[src/rtl/seg_scan_driver.sv]
// Multiplexed 7-segment scan driver with PWM brightness.
// Inputs are captured once per frame; all outputs are registered.
module seg_scan_driver #(
    parameter int NUM_DIGITS  = 4,
    parameter int REFRESH_DIV = 100000,
    parameter int BRIGHT_W    = 4
) (
    input  logic                    clk,
    input  logic                    reset,
    input  logic [4*NUM_DIGITS-1:0] DIGITS,
    input  logic [NUM_DIGITS-1:0]   DP,
    input  logic [NUM_DIGITS-1:0]   DIGIT_EN,
    input  logic [BRIGHT_W-1:0]     BRIGHTNESS,
    output logic [NUM_DIGITS-1:0]   SEG_ANODE,
    output logic [6:0]              SEG_CATHODE,
    output logic                    SEG_DP,
    output logic                    FRAME_TICK
);

    localparam int LEVELS = 1 << BRIGHT_W;
    localparam int SUB    = REFRESH_DIV / LEVELS;
    localparam int SUB_W  = (SUB > 1) ? $clog2(SUB) : 1;
    localparam int SLOT_W = $clog2(NUM_DIGITS);

    if (NUM_DIGITS < 2 || NUM_DIGITS > 8) begin : g_bad_digits
        $error("seg_scan_driver: NUM_DIGITS must be 2..8");
    end
    if (REFRESH_DIV < LEVELS || (REFRESH_DIV % LEVELS) != 0) begin : g_bad_div
        $error("seg_scan_driver: REFRESH_DIV must be a multiple of 2**BRIGHT_W");
    end

    logic [SUB_W-1:0]        sub_cnt;
    logic [BRIGHT_W-1:0]     phase;
    logic [SLOT_W-1:0]       slot;
    logic                    sub_last;
    logic                    phase_last;
    logic                    slot_last;
    logic                    frame_end;

    logic [4*NUM_DIGITS-1:0] sh_digits;
    logic [NUM_DIGITS-1:0]   sh_dp;
    logic [NUM_DIGITS-1:0]   sh_en;
    logic [BRIGHT_W-1:0]     sh_bright;

    logic [3:0]              cur_nib;
    logic                    cur_dp;
    logic                    cur_en;
    logic                    lit;
    logic [NUM_DIGITS-1:0]   anode_next;

    // Active-low hex decode, bit 0 = segment a ... bit 6 = segment g
    function automatic logic [6:0] hex7(input logic [3:0] n);
        logic [6:0] s;
        case (n)
            4'h0:    s = 7'b1000000;
            4'h1:    s = 7'b1111001;
            4'h2:    s = 7'b0100100;
            4'h3:    s = 7'b0110000;
            4'h4:    s = 7'b0011001;
            4'h5:    s = 7'b0010010;
            4'h6:    s = 7'b0000010;
            4'h7:    s = 7'b1111000;
            4'h8:    s = 7'b0000000;
            4'h9:    s = 7'b0010000;
            4'hA:    s = 7'b0001000;
            4'hB:    s = 7'b0000011;
            4'hC:    s = 7'b1000110;
            4'hD:    s = 7'b0100001;
            4'hE:    s = 7'b0000110;
            default: s = 7'b0001110;
        endcase
        return s;
    endfunction

    assign sub_last   = (sub_cnt == SUB_W'(SUB - 1));
    assign phase_last = (phase == '1);
    assign slot_last  = (slot == SLOT_W'(NUM_DIGITS - 1));
    assign frame_end  = sub_last && phase_last && slot_last;

    // Cascaded sub / phase / slot counters; phase wraps on its own width
    always_ff @(posedge clk) begin
        if (reset) begin
            sub_cnt <= '0;
            phase   <= '0;
            slot    <= '0;
        end else begin
            sub_cnt <= sub_last ? '0 : sub_cnt + 1'b1;
            if (sub_last) begin
                phase <= phase + 1'b1;
                if (phase_last) begin
                    slot <= slot_last ? '0 : slot + 1'b1;
                end
            end
        end
    end

    // Shadow copies of the inputs, refreshed only at the frame boundary
    always_ff @(posedge clk) begin
        if (reset) begin
            sh_digits <= '0;
            sh_dp     <= '0;
            sh_en     <= '0;
            sh_bright <= '0;
        end else if (frame_end) begin
            sh_digits <= DIGITS;
            sh_dp     <= DP;
            sh_en     <= DIGIT_EN;
            sh_bright <= BRIGHTNESS;
        end
    end

    // Select the current digit's shadow data and decide whether it is lit
    always_comb begin
        cur_nib    = '0;
        cur_dp     = 1'b0;
        cur_en     = 1'b0;
        anode_next = '1;
        for (int i = 0; i < NUM_DIGITS; i++) begin
            if (slot == SLOT_W'(i)) begin
                cur_nib = sh_digits[4*i +: 4];
                cur_dp  = sh_dp[i];
                cur_en  = sh_en[i];
            end
        end
        lit = cur_en && (phase < sh_bright);
        for (int i = 0; i < NUM_DIGITS; i++) begin
            anode_next[i] = !(lit && (slot == SLOT_W'(i)));
        end
    end

    // Registered display outputs and frame pulse
    always_ff @(posedge clk) begin
        if (reset) begin
            SEG_ANODE   <= '1;
            SEG_CATHODE <= 7'h7F;
            SEG_DP      <= 1'b1;
            FRAME_TICK  <= 1'b0;
        end else begin
            SEG_ANODE   <= anode_next;
            SEG_CATHODE <= lit ? hex7(cur_nib) : 7'h7F;
            SEG_DP      <= lit ? ~cur_dp : 1'b1;
            FRAME_TICK  <= frame_end;
        end
    end

endmodule

[config.mk]
export PLATFORM = sky130hd
export DESIGN_NAME = seg_scan_driver
export DESIGN_NICKNAME = d
export VERILOG_FILES = /design/src/rtl/seg_scan_driver.sv
export SDC_FILE = /design/constraint.sdc
export NUM_CORES = 1
export LEC_CHECK = 0
export CORE_MARGIN = 10
export CORE_UTILIZATION = 30
export CTS_BUF_LIST = sky130_fd_sc_hd__clkbuf_8 sky130_fd_sc_hd__clkbuf_16
export DETAILED_ROUTE_END_ITERATION = 10
export HOLD_SLACK_MARGIN = 0.15
export PLACE_DENSITY = 0.58
export SLEW_MARGIN = 20
export SYNTH_ARGS = -nofsm -noshare
export SYNTH_HDL_FRONTEND = slang
export SYNTH_SLANG_ARGS = --single-unit
[constraint.sdc]
create_clock -name clk -period 2.58 [get_ports clk]
set_input_delay 0.258 -clock clk [delete_from_list [all_inputs] [get_ports clk]]
set_output_delay 0.258 -clock clk [all_outputs]
set_load 0.03 [all_outputs]
==> key figures <==
Run status
  – Outcome: finished clean

Finish
  – # diodes: 0
  – Layout cells sized above 1: just under 9%
  – Filler cells: 900
  – Layout Nets: slightly above 400
  – Synth-to-layout area growth: 25.4%

CTS
  – Clock Latency Late Sink: about 0.34 ns
  – Root Driver: clkbuf_8
  – Number of hold buffers added after cts: 0
  – Inserted Clock Buffers: 9
  – Total setup buffers inserted after CTS: 0
  – TritonCTS Sinks: 60
  – CTS tree: done
  – Clock Path Buffers: 2
  – PostCTS Resize Cnt: 0
  – Worst-path clk slew: 0.07 ns
  – H-tree depth: 3

Timing
  – Fin Setup TNS: 0 ns
  – RSZ-0062 raised after global routing: no
  – Final Setup Violations: 0
  – Final worst-path setup slack: roughly 0.29 ns
  – Worst-margin pin slew: between 0.6 and 0.7 ns
  – Final Hold Fails: 0
  – Slew Viols, Final: 0
  – Fmax: ~440 MHz
  – Final Cycle Share: approximately nine tenths
  – Period minus WS final: 2.29 ns
  – Setup Skew: 0.0104 ns
  – Slew HR: approximately 56%

Die
  – Core Box Area: ~0.0088 mm^2
  – Die Width: between 100 and 150 um
  – Row count: 34
  – Initial core utilization: 31.2%
  – Chip Height: 116 um
  – Die area: 0.0134 mm^2
  – I/O pin cnt: 43

Setup path
  – Critical path cell sequence: ha_1, nor2_1, a311oi_1, nand2_1, o22ai_1, o21ai_0
  – Crit. End Element: flop
  – Critical Path Start: slot[0]
  – Reg2reg start: slot[0]
  – Worst endpoint data arrival time: roughly 2.5 ns
  – Crit path buf inv count: 0
  – Top Family by Delay on Critical Path: compound AO/OA/AOI/OAI gates
  – Setup crit start kind: flop
  – Crit-path max FO: 16
  – Reg-to-reg endpoint: SEG_CATHODE[0]
  – Worst EP required: 2.78 ns
  – Critical-path top delay cell: a311oi_1
  – Critical path class: flop to flop
  – Setup crit end: SEG_CATHODE[0]
  – CP Depth: 6
  – CP max stage delay: 0.53 ns
  – R2R cell count: 6
  – FF-to-FF setup slack: just under 0.3 ns

Job
  – MaxCap Viol Count: 0

Pwr
  – Static leakage: around 1.2 nW
  – P per Cell Area: around 550 mW/mm^2
  – Worst vdd ir: about 0.36 mV

GRT
  – Number of global-route vias before repair: between 2,000 and 2,500
  – First-pass GRT wire length: 10,500 um
  – Initial antenna violation count: 0
  – Largest net degree at the start of global routing: 37
  – Grt ovf: 0
  – GRT Overall Usage: 9.91%

Detailed routing
  – Initial DRC count: approximately 110
  – Via density per instance: 4.75
  – Final wirelength: a little over 6000 um
  – Post-DRT Antenna Nets: 0
  – 1st-pass router iterations: 4
  – DR DRC count: 0
  – DR vias: 2,251
  – Routed length per instance: 13.1 um

Logic synthesis
  – Mapped Area: roughly 0.0027 mm^2
  – Syn_nets: approximately 370
  – Cell count after synthesis: around 320
  – Synthesized area per cell: roughly 8.6 um^2
  – Yosys reg bits: 60
  – Warnings, synthesis: 0
  – Asr flop ratio synth: 0%
  – Sequential-to-total area share from yosys stat: a little over two fifths
  – Post-synth top flop: dfxtp_1
  – Distinct cell type count after synthesis: 40
  – Post-synth EDFFs: 0

Hold path
  – Worst hold path type: flop to flop
  – Worst hold path depth: 2

Place
  – DPL Wire Length: ~4500 um
  – # port buffers: between 40 and 50
  – Post-place setup slack: 0.311 ns
  – Placer Congestion: between 0.7 and 0.8
-- per-layer routing --
metal	track usage, %	vias up	part of all wire [%]
met5	0	-	0
met4	4.75	0	1.5
li1	-	1165	-
met2	15.2	58	43
met1	12.2	1019	50
met3	3.41	9	4.9
-- how the worst min path moves through the flow --
stage                             start           end
after global routing      BRIGHTNESS[1]  sh_bright[1]
after CTS                 BRIGHTNESS[1]  sh_bright[1]
final                      sh_digits[8]  sh_digits[8]
after detailed placement   sh_digits[8]  sh_digits[8]
after floorplan                sh_en[3]  SEG_ANODE[3]
after global placement     sh_bright[2]  sh_bright[2]
-- tightest hold or removal path: stages, from the launching register on --
cell and delay [ns]:
dfxtp_1 0.31, nand2_1 0.05, a21oi_1 0.05
-- state kept, by name, indices dropped and copies added, names as in the netlist, 4 cells and up --
signal and count:
SEG_ANODE 4, sh_bright 4, SEG_CATHODE 7, phase 4, sub_cnt 13, sh_dp 4
sh_en 4, sh_digits 16
-- report_power, final --
part | internal (mW) | total (mW) | leakage [nW] | switching [mW]
Combinational | 0.0444 | 0.0670 | 0.599 | 0.0225
Sequential | 0.930 | 0.935 | 0.484 | 0.00436
Clock | 0.521 | 0.880 | 0.114 | 0.359
Total | 1.50 | 1.88 | 1.20 | 0.386
-- stage by stage --
stage | power [mW] | hold WS [ns] | cells | util, % | instance area (um^2)
2_1_floorplan | 0.974 | 0.381 | 321 | - | 2750
3_3_place_gp | 1.02 | 0.448 | 458 | 36.7 | 3230
3_5_place_dp | 1.02 | 0.447 | 458 | 36.7 | 3230
4_1_cts | 1.91 | 0.443 | 474 | 39.1 | 3450
5_1_grt | 1.96 | 0.453 | 474 | 39.1 | 3450
6_report | 1.88 | 0.456 | 474 | 39.1 | 3450
-- cell usage after synthesis (all sizes together), types with 2 or more instances --
cell,count,area share (%)
and2,3,0.77
dfxtp,60,44
nor3b,3,0.82
or3,4,0.91
buf,6,2.2
a211oi,3,0.82
o211ai,2,0.55
nand3,5,0.91
nand4,3,0.68
and3,3,0.68
nand2b,2,0.46
a311oi,2,0.64
nor2,21,2.9
nand3b,4,1.1
xor2,8,2.5
o221ai,3,0.96
inv,9,1.2
ha,16,7.3
nor2b,3,0.68
mux2i,8,2.9
o21ai,10,1.8
xnor2,2,0.64
a311o,2,0.73
a21oi,36,7.8
clkbuf,11,1.5
nand2,81,11
-- final cells by class --
type,instances,area [um^2],share of cell area [%]
Tap cell,108,135,3.92
Sequential cell,60,1200,34.9
Clock buffer,12,165,4.79
Inverter,9,33.8,0.980
Multi-Input combinational cell,235,1410,41.0
Timing Repair Buffer,46,450,13.1
Clock inverter,4,47.5,1.38
-- cells by family (layout without fill, tap and decap cells) --
kind of cell               count (synthesis)  in the layout  synth area share [%]
AOI/OAI and AO/OA                         63             63                  14.7
xor gates and xnor gates                  10             10                  3.19
adders and majority gates                 16             16                  7.28
buffers and inverters                     26             71                  4.92
DFF                                       60             60                  43.7
muxes                                      8              8                  2.91
and+or+nand+nor                          138            138                  23.3
-- cell usage in the layout (no fill, tap or decap), types with 8 or more instances in the layout --
| cell type | netlist | layout |
|---|---|---|
| o21ai_0 | 10 | 10 |
| dfxtp_1 | 60 | 60 |
| clkdlybuf4s50_1 | 0 | 42 |
| xor2_1 | 8 | 8 |
| nand2_1 | 81 | 81 |
| ha_1 | 16 | 16 |
| a21oi_1 | 27 | 27 |
| clkbuf_8 | 0 | 12 |
| inv_1 | 9 | 10 |
| mux2i_1 | 8 | 8 |
| a21oi_2 | 9 | 9 |
| nor2_1 | 21 | 21 |
No activity file was read; power rests on OpenSTA's default activity.
